**src/rtl/crc8_spi_pkg.sv**
```systemverilog
// Purpose: shared types, CRC-8 constants and the 24-bit CRC step for the SPI CRC8 frame controller.
// Latency: n/a (package only).
// Backpressure: n/a.
//
// Contents: state_t (IDLE/DATA/CRC/DONE), mode_t (GEN/CHECK), CRC8_POLY, CRC8_INIT, crc8_step24().
package crc8_spi_pkg;

    typedef enum logic [1:0] {
        IDLE = 2'd0,
        DATA = 2'd1,
        CRC  = 2'd2,
        DONE = 2'd3
    } state_t;

    typedef enum logic {
        GEN   = 1'b0,
        CHECK = 1'b1
    } mode_t;

    localparam logic [7:0] CRC8_POLY = 8'h1D;
    localparam logic [7:0] CRC8_INIT = 8'hFF;

    // Advance the CRC by one 24-bit word, MSB (bit 23) shifted in first.
    function automatic logic [7:0] crc8_step24(input logic [7:0] lfsr, input logic [23:0] data);
        logic [7:0] c;
        c = lfsr;
        for (int i = 23; i >= 0; i--) begin
            if (c[7] ^ data[i]) begin
                c = {c[6:0], 1'b0} ^ CRC8_POLY;
            end else begin
                c = {c[6:0], 1'b0};
            end
        end
        return c;
    endfunction

endpackage

```
**src/rtl/crc8_spi_lfsr.sv**
```systemverilog
// Purpose: CRC-8 accumulator register; one 24-bit word folded in per enabled cycle.
// Latency: crc reflects a word one cycle after en; init takes priority over en.
// Backpressure: none; caller qualifies en with its own handshake.
//
// Ports: clk, rst (sync, active-high), init (reload 8'hFF), en (fold data), data[23:0], crc[7:0].
module crc8_spi_lfsr
    import crc8_spi_pkg::*;
(
    input  logic        clk,
    input  logic        rst,
    input  logic        init,
    input  logic        en,
    input  logic [23:0] data,
    output logic [7:0]  crc
);

    logic [7:0] crc_q;
    logic [7:0] crc_d;

    always_comb begin
        crc_d = crc_q;
        if (init) begin
            crc_d = CRC8_INIT;
        end else if (en) begin
            crc_d = crc8_step24(crc_q, data);
        end
    end

    always_ff @(posedge clk) begin
        if (rst) begin
            crc_q <= CRC8_INIT;
        end else begin
            crc_q <= crc_d;
        end
    end

    assign crc = crc_q;

endmodule

```
**src/rtl/crc8_spi_frame_ctrl.sv**
```systemverilog
// Purpose: frame sequencer for the 24-bit SPI CRC8 path; GEN appends a CRC word, CHECK verifies a trailer.
// Latency: GEN data is combinational pass-through; done/crc_err/timeout pulse the cycle after the final event.
// Backpressure: GEN stalls s on m_ready; CRC word held until m_ready; idle frames abort after TO_CYC cycles.
//
// Ports: cfg_len/cfg_mode/start/abort control; s_* word input; m_* word output; busy/done/crc_err/timeout
// status pulses; crc_value holds the last completed CRC; err_cnt saturates on crc_err and timeout.
module crc8_spi_frame_ctrl
    import crc8_spi_pkg::*;
#(
    parameter int LEN_W  = 8,
    parameter int TO_CYC = 1024,
    parameter int CNT_W  = 16
) (
    input  logic             clk,
    input  logic             rst,
    input  logic [LEN_W-1:0] cfg_len,
    input  logic             cfg_mode,
    input  logic             start,
    input  logic             abort,
    input  logic             s_valid,
    output logic             s_ready,
    input  logic [23:0]      s_data,
    output logic             m_valid,
    input  logic             m_ready,
    output logic [23:0]      m_data,
    output logic             m_is_crc,
    output logic             busy,
    output logic             done,
    output logic             crc_err,
    output logic             timeout,
    output logic [7:0]       crc_value,
    output logic [CNT_W-1:0] err_cnt
);

    localparam int TO_W = $clog2(TO_CYC + 1);

    state_t           state_q,     state_d;
    mode_t            mode_q,      mode_d;
    logic [LEN_W-1:0] word_cnt_q,  word_cnt_d;
    logic [TO_W-1:0]  to_cnt_q,    to_cnt_d;
    logic             done_q,      done_d;
    logic             crc_err_q,   crc_err_d;
    logic             timeout_q,   timeout_d;
    logic [7:0]       crc_value_q, crc_value_d;
    logic [CNT_W-1:0] err_cnt_q,   err_cnt_d;

    logic       lfsr_init;
    logic       lfsr_en;
    logic [7:0] lfsr;
    logic       s_hs;
    logic       m_hs;
    logic       word_hs;
    logic       crc_hs;
    logic       err_evt;

    crc8_spi_lfsr u_lfsr (
        .clk  (clk),
        .rst  (rst),
        .init (lfsr_init),
        .en   (lfsr_en),
        .data (s_data),
        .crc  (lfsr)
    );

    // Word-side handshakes are decoded straight from the state flop.
    always_comb begin
        s_ready  = 1'b0;
        m_valid  = 1'b0;
        m_data   = 24'h0;
        m_is_crc = 1'b0;
        case (state_q)
            DATA: begin
                if (mode_q == GEN) begin
                    m_valid = s_valid;
                    s_ready = m_ready;
                    m_data  = s_data;
                end else begin
                    s_ready = 1'b1;
                end
            end
            CRC: begin
                if (mode_q == GEN) begin
                    m_valid  = 1'b1;
                    m_is_crc = 1'b1;
                    m_data   = {16'h0, lfsr};
                end else begin
                    s_ready = 1'b1;
                end
            end
            default: ;
        endcase
    end

    assign s_hs    = s_valid & s_ready;
    assign m_hs    = m_valid & m_ready;
    assign word_hs = (state_q == DATA) & s_hs;
    assign crc_hs  = (state_q == CRC) & ((mode_q == GEN) ? m_hs : s_hs);

    always_comb begin
        state_d     = state_q;
        mode_d      = mode_q;
        word_cnt_d  = word_cnt_q;
        to_cnt_d    = to_cnt_q;
        done_d      = 1'b0;
        crc_err_d   = 1'b0;
        timeout_d   = 1'b0;
        crc_value_d = crc_value_q;
        err_cnt_d   = err_cnt_q;
        lfsr_init   = 1'b0;
        lfsr_en     = 1'b0;
        err_evt     = 1'b0;

        if (abort) begin
            // abort wins over start, handshakes and timeout alike
            state_d   = IDLE;
            to_cnt_d  = '0;
            lfsr_init = 1'b1;
        end else begin
            case (state_q)
                IDLE: begin
                    if (start) begin
                        state_d    = DATA;
                        mode_d     = mode_t'(cfg_mode);
                        word_cnt_d = (cfg_len == '0) ? LEN_W'(1) : cfg_len;
                        to_cnt_d   = '0;
                        lfsr_init  = 1'b1;
                    end
                end
                DATA, CRC: begin
                    if (word_hs || crc_hs) begin
                        to_cnt_d = '0;
                    end else if (to_cnt_q == TO_W'(TO_CYC - 1)) begin
                        // this is the TO_CYC-th consecutive idle cycle
                        state_d   = IDLE;
                        timeout_d = 1'b1;
                        to_cnt_d  = '0;
                        lfsr_init = 1'b1;
                        err_evt   = 1'b1;
                    end else begin
                        to_cnt_d = to_cnt_q + TO_W'(1);
                    end

                    if (word_hs) begin
                        lfsr_en    = 1'b1;
                        word_cnt_d = word_cnt_q - LEN_W'(1);
                        if (word_cnt_q == LEN_W'(1)) begin
                            state_d = CRC;
                        end
                    end

                    if (crc_hs) begin
                        state_d     = DONE;
                        done_d      = 1'b1;
                        crc_value_d = lfsr;
                        if ((mode_q == CHECK) && (s_data[7:0] != lfsr)) begin
                            crc_err_d = 1'b1;
                            err_evt   = 1'b1;
                        end
                    end
                end
                DONE: begin
                    state_d = IDLE;
                end
                default: begin
                    state_d = IDLE;
                end
            endcase
        end

        if (err_evt && (err_cnt_q != '1)) begin
            err_cnt_d = err_cnt_q + CNT_W'(1);
        end
    end

    always_ff @(posedge clk) begin
        if (rst) begin
            state_q     <= IDLE;
            mode_q      <= GEN;
            word_cnt_q  <= '0;
            to_cnt_q    <= '0;
            done_q      <= 1'b0;
            crc_err_q   <= 1'b0;
            timeout_q   <= 1'b0;
            crc_value_q <= 8'h0;
            err_cnt_q   <= '0;
        end else begin
            state_q     <= state_d;
            mode_q      <= mode_d;
            word_cnt_q  <= word_cnt_d;
            to_cnt_q    <= to_cnt_d;
            done_q      <= done_d;
            crc_err_q   <= crc_err_d;
            timeout_q   <= timeout_d;
            crc_value_q <= crc_value_d;
            err_cnt_q   <= err_cnt_d;
        end
    end

    assign busy      = (state_q != IDLE);
    assign done      = done_q;
    assign crc_err   = crc_err_q;
    assign timeout   = timeout_q;
    assign crc_value = crc_value_q;
    assign err_cnt   = err_cnt_q;

endmodule
```
**config.mk**
```make
export PLATFORM = sky130hd
export DESIGN_NAME = crc8_spi_frame_ctrl
export DESIGN_NICKNAME = d
export VERILOG_FILES = /design/src/rtl/crc8_spi_pkg.sv /design/src/rtl/crc8_spi_lfsr.sv /design/src/rtl/crc8_spi_frame_ctrl.sv
export SDC_FILE = /design/constraint.sdc
export NUM_CORES = 1
export LEC_CHECK = 0
export ABC_AREA = 0
export CORE_ASPECT_RATIO = 1.75
export CORE_MARGIN = 3
export CORE_UTILIZATION = 25
export CTS_BUF_LIST = sky130_fd_sc_hd__clkbuf_8
export DETAILED_ROUTE_END_ITERATION = 16
export PLACE_DENSITY = 0.49
export SYNTH_ARGS = -nofsm -noshare
export SYNTH_HDL_FRONTEND = slang
export SYNTH_HIERARCHICAL = 1
export SYNTH_SLANG_ARGS = --single-unit
```
**constraint.sdc**
```tcl
create_clock -name clk -period 5.4 [get_ports clk]
set_input_delay 0.81 -clock clk [delete_from_list [all_inputs] [get_ports clk]]
set_output_delay 0.81 -clock clk [all_outputs]
set_load 0.01 [all_outputs]
```
==> results.cfg, run 1 <==
[status]
run_status = finished clean

[synthesis]
yosys-top-cells-area = dfxtp_1, xnor2_1, nor2_1
synth_simple_gate_area_frac = 0.219
synthesized_area_fraction_occupied_by_ao_oa_aoi_and_oai_cells = 0.148
synth_async_sr_flop_share = 0
edff_count_synth = 0
synth.cell_area_um2 = 4020
count_of_state_elements_after_synthesis = 57
synth.area.mux_share = 0.0386
post_synth_inst_count = 454
synth_xor_xnor_area_share = 0.247
synthDistinctLibCells = 67
post-synth-top-area-fraction = 0.284
synth_top_family_by_area = XOR/XNOR gates
synth_top_flop_cell = dfxtp_1
syn_nets = 503
yosysWarnings = 6
netlist.top_cell.by_area = dfxtp_1
synth.yosys.seq_area_share = 0.284
yosys.area_share.adder = 0.0311
synthesis.area_per_instance_um2 = 8.86

[drt]
antenna_left = 0
wire_per_inst_um = 16.8
wl_um = 12300
drc_errors = 0
drt_first_iter_violations = 148
detail_route.first_pass.iterations = 4
vias = 3605
via_per_inst = 4.92

[worst_setup_path]
endpoint_kind = output port
crit_fanout = 17
startpoint_type = flop
timing_worst_setup_path_type = reg -> out
critPathRequiredTime_ns = 4.59
timing.critical_path.arrival_ns = 3.31

[placement]
dp_hpwl_um = 9790
place.port_buffers = 93
dpl_cell_area_um2 = 5110
globalplace.congestion = 0.839

[global_route]
track_usage = 0.140
grt_remaining_overflow = 0
number_of_global_route_vias_before_repair = 3685
grt_start_max_net_pins = 39
antenna_found_initial = 0
grt_first_pass_wirelength_um = 19300

[clock_network]
cts-root-to-sink-buffers = 2
cts_tree = done
cts.repair_timing.setup_buffer_count = 0
clock_root_cell = clkbuf_8
tritoncts.num_buffers = 9
cts.repair.resized = 0
cts-htree-levels = 3
cts.clk_slew.worst_paths_ns = 0.07
clk-insertion-delay-late_ns = 0.34
hold_buffers = 0
clock_sink_count = 57

[cells_and_area]
layout_area_growth_over_synthesis_pct = 32.5
ratio_of_cells_with_drive_above_1_in_the_final_layout = 0.0733
fillers = 1595
final_area_um2 = 5330
design.final.nets = 590
n_antenna_cell = 0

[pwr]
sw_frac_of_total = 0.298
p_leak_nw = 1.91
cellPowerDensity_nw_per_um2 = 252
max-vdd-ir-drop_mv = 0.0889
seq_power_share = 0.322
p_clk_frac = 0.332
power.switching_w = 0.000401
p_int_w = 0.000944
power.combinational.fraction = 0.346
total_power_w = 0.00135

[sta]
fin_crit_sh = 0.762
tightestPinTransition_ns = 0.987
fmaxAchievable_mhz = 243
fin_worst_skew_ns = 0.0133
post-route-min-period_ns = 4.12
rsz0062_at_grt = no
final_max_slew_viol_count = 0
totalNegativeSetupSlack_ns = 0
hold_viol = 0
setup_viol = 0
max_slew_margin = 0.337

[floorplan]
initial_core_util = 0.259
fp.dieArea_um2 = 17700
core-area_um2 = 15500
chipHeight_um = 174
chipWidth_um = 102
pin_count = 94
placementRows = 60

[flow_run]
cap_viol_max_count = 0

[hold_path]
path_type_of_the_worst_min_delay_path = reg -> reg
==> area by class of cell <==
type                            instances  area, um^2  share of cell area
Clock buffer                           10         138              0.0258
Clock inverter                          6        82.6              0.0155
Inverter                               11        41.3             0.00775
Multi-Input combinational cell        367        2750               0.516
Sequential cell                        57        1140               0.214
Tap cell                              186         233              0.0437
Timing Repair Buffer                   95         946               0.178
==> power by group through the flow <==
stage / clock, W / sequential, W / combinational, W
2_1_floorplan: 0 / 0.000440 / 0.000370
3_3_place_gp: 0 / 0.000442 / 0.000463
5_1_grt: 0.000484 / 0.000434 / 0.000500
4_1_cts: 0.000466 / 0.000433 / 0.000470
3_5_place_dp: 0 / 0.000442 / 0.000468
6_report: 0.000447 / 0.000433 / 0.000465
==> logic make-up after synthesis <==
kind of cell | count (synthesis)
simple gates | 171
compound gates | 89
xor+xnor | 82
flops | 57
buf+inv | 30
mux | 15
fa+ha+maj | 10
==> flip-flops by register name, summed over array words and instances (netlist names) <==
signal,flops
to_cnt_q,11
crc_value,8
state_q,2
crc_err,1
mode_q,1
done,1
word_cnt_q,8
timeout,1
u_lfsr/crc,8
err_cnt,16
==> worst max-delay path: stages, from the launching register on <==
cell,delay (ns)
dfxtp_1,0.44
inv_1,0.13
ha_1,0.64
nand2b_1,0.33
nor2_1,0.66
and2_1,0.23
clkdlybuf4s50_1,0.54
==> per-layer routing <==
layer / vias to the layer above / routed length, um / GRT usage
li1: 1771 / - / -
met1: 1702 / 4650 / 0.144
met2: 112 / 6710 / 0.262
met3: 20 / 675 / 0.0395
met4: 0 / 249 / 0.0498
met5: - / 0 / 0
==> per-stage QoR <==
step / hold WS [ns] / worst slack [ns] / util / cells
after floorplan: 0.424 / 2.56 / - / 454
after global placement: 0.445 / 1.76 / 0.329 / 716
after detailed placement: 0.454 / 1.59 / 0.329 / 716
after CTS: 0.468 / 1.20 / 0.343 / 732
after global routing: 0.505 / 0.927 / 0.343 / 732
final: 0.466 / 1.28 / 0.343 / 732
==> cell usage after synthesis, drive strengths merged (9+ instances only) <==
cell type	instances
dfxtp	57
nor2	55
xnor2	49
nand2	32
a21oi	22
o21ai	20
xor2	18
and2	15
mux2i	14
or3	13
clkbuf	12
inv	11
nand3	11
a22oi	10
ha	10
nand4	9
nor3	9
xnor3	9
==> path summary, 6_finish.rpt <==
kind | end | startpoint | slack [ns] | cells after the start
setup / recovery | m_data[16] | state_q[0] | 1.28 | 6
hold / removal | to_cnt_q[10] | to_cnt_q[10] | 0.47 | 2
setup reg to reg | u_lfsr/crc[3] | state_q[0] | 2.13 | 11
hold reg to reg | to_cnt_q[10] | to_cnt_q[10] | 0.47 | 2
==> cell usage in the layout, fill, tap and decap left out, types with 3 or more instances in the layout <==
cell,instances
or3_1,13
nor3_1,9
inv_1,10
xnor2_2,4
a211oi_1,3
o21ai_0,12
clkbuf_8,10
o21a_1,3
or4_1,7
and2_1,15
ha_1,10
a21oi_1,21
mux2i_1,13
nor2b_1,3
nand2_1,32
nor2_1,54
a22oi_1,10
nand3_1,11
dfxtp_1,57
o21ai_1,7
nand4_1,9
and3_1,4
xor2_1,17
clkdlybuf4s50_1,93
xnor3_1,7
xor3_1,5
o31ai_1,6
o211ai_1,5
xnor2_1,44
(Power assumes the default switching activity.)
==> run 2, diff against run 1 <==
- PLACE_DENSITY: 0.49 -> 0.5
- clock period: 5.4 -> 3.5 ns (I/O delays scaled with it)
==> run 2 against run 1 <==
Net effect:
- via count grew 1.4%
- die area unchanged
- hold slack got worse by 0.0022 ns
- final cell count increased by 1.4%
- sequential cell count is the same
- clock-buffer cell count rose by 1
- critical endpoint is now m_data[12]
- largest power group unchanged
- highest routed layer unchanged
==> results.cfg, run 2 (synthesized netlist as in run 1, its figures left out) <==
[drt]
antenna_left = 0
drc_errors = 0
wire_per_inst_um = 17.1
via_per_inst = 4.93
vias = 3655
drt_first_iter_violations = 105
wl_um = 12700
detail_route.first_pass.iterations = 4

[pwr]
p_int_w = 0.00140
power.combinational.fraction = 0.357
p_clk_frac = 0.312
cellPowerDensity_nw_per_um2 = 374
p_leak_nw = 1.95
power.switching_w = 0.000613
seq_power_share = 0.331
sw_frac_of_total = 0.304
max-vdd-ir-drop_mv = 0.150
total_power_w = 0.00202

[floorplan]
fp.dieArea_um2 = 17700
initial_core_util = 0.259
chipHeight_um = 174
chipWidth_um = 102
placementRows = 60
pin_count = 94
core-area_um2 = 15500

[global_route]
number_of_global_route_vias_before_repair = 3887
grt_start_max_net_pins = 25
track_usage = 0.147
grt_first_pass_wirelength_um = 20200
grt_remaining_overflow = 0
antenna_found_initial = 0

[worst_setup_path]
crit_fanout = 15
timing.critical_path.arrival_ns = 2.65
critical_path.max_stage_delay_ns = 0.55
worst_path_dominant_cell_family = buffers and inverters
critical_path.slowest_cell = clkdlybuf4s50_1
crit_chain = inv_1 -> ha_1 -> nand2b_1 -> nor2_1 -> buf_4 -> and2_1 -> clkdlybuf4s50_1
timing_worst_setup_path_type = reg -> out
worst_reg_to_reg_path_cell_count = 8
timing.critical_path.depth = 7
worstPathBufferInverterCount = 3
startpoint_type = flop
critPathRequiredTime_ns = 2.97
endpoint_kind = output port

[placement]
dp_hpwl_um = 10200
place.port_buffers = 93
globalplace.congestion = 0.875
dpl_worst_slack_ns = 0.205

[sta]
fin_crit_sh = 0.907
setup_viol = 0
fin_ws_ns = 0.325
totalNegativeSetupSlack_ns = 0
rsz0062_at_grt = no
final.hold.worst_slack_ns = 0.464
fin_worst_skew_ns = 0.0105
hold_viol = 0
final_max_slew_viol_count = 0
max_slew_margin = 0.542
post-route-min-period_ns = 3.18
fmaxAchievable_mhz = 315
tightestPinTransition_ns = 0.687

[clock_network]
hold_buffers = 0
cts_tree = done
cts.repair.resized = 0
cts-htree-levels = 3
tritoncts.num_buffers = 9
clock_sink_count = 57
clock_root_cell = clkbuf_8
cts.clk_slew.worst_paths_ns = 0.06
cts-root-to-sink-buffers = 2
cts.repair_timing.setup_buffer_count = 0
clk-insertion-delay-late_ns = 0.35

[cells_and_area]
layout_area_growth_over_synthesis_pct = 33.9
largest_register_ff_count = 16
layout.cells.most_common_list = clkdlybuf4s50_1, dfxtp_1, nor2_1
ratio_of_cells_with_drive_above_1_in_the_final_layout = 0.0899
layout_commonest_cell = clkdlybuf4s50_1
design.final.nets = 601
layout.core_utilization = 0.347
n_antenna_cell = 0

[hold_path]
min_path_cells = 2
path_type_of_the_worst_min_delay_path = reg -> reg

[flow_run]
cap_viol_max_count = 0

[status]
run_status = finished clean
==> run 2: tightest hold or removal path, cell delays in order, from the launching register on <==
cell	delay, ns
dfxtp_1	0.31
o21ai_0	0.07
nor2_1	0.04
==> run 2: through the flow <==
step | area [um^2] | instances
global placement | 5190 | 727
global route | 5390 | 742
CTS | 5390 | 742
detailed placement | 5190 | 727
finish | 5390 | 742
floorplan | 4020 | 454
==> run 2: layout make-up <==
class                           count  area, um^2
Clock buffer                       11         151
Sequential cell                    57        1140
Tap cell                          186         233
Clock inverter                      4        43.8
Timing Repair Buffer              106        1030
Multi-Input combinational cell    367        2750
Fill cell                        1628       10200
Inverter                           11        41.3
==> run 2: final timing paths <==
path	startpoint	end	slack (ns)
setup reg to reg	state_q[0]	err_cnt[11]	0.71
setup / recovery	state_q[0]	m_data[12]	0.32
hold / removal	to_cnt_q[10]	to_cnt_q[10]	0.46
hold reg to reg	to_cnt_q[10]	to_cnt_q[10]	0.46
==> run 2: power by group through the flow <==
| stage | combinational [W] | clock (W) | sequential (W) |
|---|---|---|---|
| after floorplan | 0.000571 | 0 | 0.000679 |
| after global placement | 0.000713 | 0 | 0.000682 |
| after detailed placement | 0.000722 | 0 | 0.000683 |
| after CTS | 0.000726 | 0.000645 | 0.000668 |
| after global routing | 0.000783 | 0.000675 | 0.000670 |
| final | 0.000720 | 0.000628 | 0.000668 |
==> run 2: per-layer routing <==
layer,GRT usage,part of all wire
met1,0.146,0.37
met2,0.267,0.53
met3,0.0350,0.058
met4,0.0854,0.049
met5,0,0
==> run 3, diff against run 2 <==
- CTS_BUF_LIST: sky130_fd_sc_hd__clkbuf_8 -> unset
- CTS_CLUSTER_DIAMETER: unset -> 100
==> run 3 against run 2 <==
Net effect:
- cell area grew 1.9%
- final cell count is the same
- sequential cell count is the same
- largest cell class unchanged
==> results.cfg, run 3 (synthesized netlist as in run 1, its figures left out) <==
[status]
run_status = finished clean

[clock_network]
tritoncts.num_buffers = 9
cts.repair.resized = 0
cts_tree = done
clock_sink_count = 57
cts-htree-levels = 3
cts.clk_slew.worst_paths_ns = 0.05
clk-insertion-delay-late_ns = 0.32
hold_buffers = 0
cts-root-to-sink-buffers = 2
cts.repair_timing.setup_buffer_count = 0
clock_root_cell = clkbuf_16

[floorplan]
core-area_um2 = 15500
pin_count = 94
chipHeight_um = 174
fp.dieArea_um2 = 17700
chipWidth_um = 102
initial_core_util = 0.259
placementRows = 60

[drt]
antenna_left = 0
wl_um = 12600
wire_per_inst_um = 17.0
via_per_inst = 4.93
drc_errors = 0
detail_route.first_pass.iterations = 4
drt_first_iter_violations = 95
vias = 3657

[cells_and_area]
ratio_of_cells_with_drive_above_1_in_the_final_layout = 0.0899
design.final.nets = 601
layout_area_growth_over_synthesis_pct = 36.4
layout.core_utilization = 0.353
largest_register_ff_count = 16
n_antenna_cell = 0
final_area_um2 = 5490
layout_commonest_cell = clkdlybuf4s50_1
layout.cells.most_common_list = clkdlybuf4s50_1, dfxtp_1, nor2_1

[worst_setup_path]
crit_chain = inv_1 -> ha_1 -> nand2b_1 -> nor2_1 -> buf_4 -> and2_1 -> clkdlybuf4s50_1
timing.critical_path.arrival_ns = 2.61
critical_path.max_stage_delay_ns = 0.55
crit_fanout = 15
startpoint_type = flop
critical_path.slowest_cell = clkdlybuf4s50_1
critPathRequiredTime_ns = 2.97
timing_worst_setup_path_type = reg -> out
endpoint_kind = output port

[sta]
totalNegativeSetupSlack_ns = 0
tightestPinTransition_ns = 0.690
fmaxAchievable_mhz = 319
max_slew_margin = 0.540
setup_viol = 0
rsz0062_at_grt = no
fin_worst_skew_ns = 0.00748
fin_crit_sh = 0.896
hold_viol = 0
post-route-min-period_ns = 3.14
final_max_slew_viol_count = 0

[pwr]
cellPowerDensity_nw_per_um2 = 411
p_leak_nw = 1.99
max-vdd-ir-drop_mv = 0.230

[placement]
dpl_cell_area_um2 = 5190
globalplace.congestion = 0.875
dp_hpwl_um = 10200
place.port_buffers = 93

[global_route]
grt_start_max_net_pins = 25
grt_first_pass_wirelength_um = 20100
antenna_found_initial = 0
grt_remaining_overflow = 0
track_usage = 0.146
number_of_global_route_vias_before_repair = 3889

[flow_run]
cap_viol_max_count = 0

[hold_path]
path_type_of_the_worst_min_delay_path = reg -> reg
[run 3: cell types whose count changed in the layout (fill, tap and decap cells not counted), sizes merged]
cell | previous run | this run
inv | 12 | 11
clkbuf | 11 | 12
[run 3: power breakdown]
part	switching (W)	internal, W	total, W
Sequential	0.0000109	0.000659	0.000670
Clock	0.000283	0.000582	0.000865
Combinational	0.000332	0.000387	0.000719
Total	0.000626	0.00163	0.00225
[run 3: final cells by class]
type / instances / area, um^2
fillers: 1617 / 10100
multi-input cells: 367 / 2750
flip-flops and latches: 57 / 1140
repair buffers: 106 / 1030
clock buffers: 12 / 256
well taps: 186 / 233
inverters: 11 / 41.3
clock inverters: 3 / 40.0
[run 3: path summary, 6_finish.rpt]
check,startpoint,end,slack (ns),cells after the start
max,state_q[0],m_data[10],0.36,7
min reg2reg,to_cnt_q[10],to_cnt_q[10],0.46,2
max reg2reg,state_q[0],err_cnt[9],0.70,8
min,to_cnt_q[10],to_cnt_q[10],0.46,2
[run 3: worst max-delay path, delay by kind of cell, from the launching register on]
family	cells	cell delay (ns)
adder cells (fa/ha/maj)	1	0.40
AND/OR/NAND/NOR	3	0.59
buffers and inverters	3	0.87
flip-flops	1	0.43
[run 3: metal layers]
layer / track usage / routed length (um) / vias to the layer above
met2: 0.268 / 6720 / 116
met4: 0.0788 / 615 / 0
met5: 0 / 0 / -
met1: 0.146 / 4530 / 1717
met3: 0.0350 / 723 / 27
li1: - / - / 1797
[run 3: through the flow]
| step | setup slack (ns) | hold slack [ns] | cells | total power [W] |
|---|---|---|---|---|
| after floorplan | 0.949 | 0.424 | 454 | 0.00125 |
| after global placement | 0.269 | 0.439 | 727 | 0.00139 |
| after detailed placement | 0.205 | 0.448 | 727 | 0.00140 |
| after CTS | 0.327 | 0.459 | 742 | 0.00229 |
| after global routing | 0.124 | 0.506 | 742 | 0.00238 |
| final | 0.364 | 0.463 | 742 | 0.00225 |
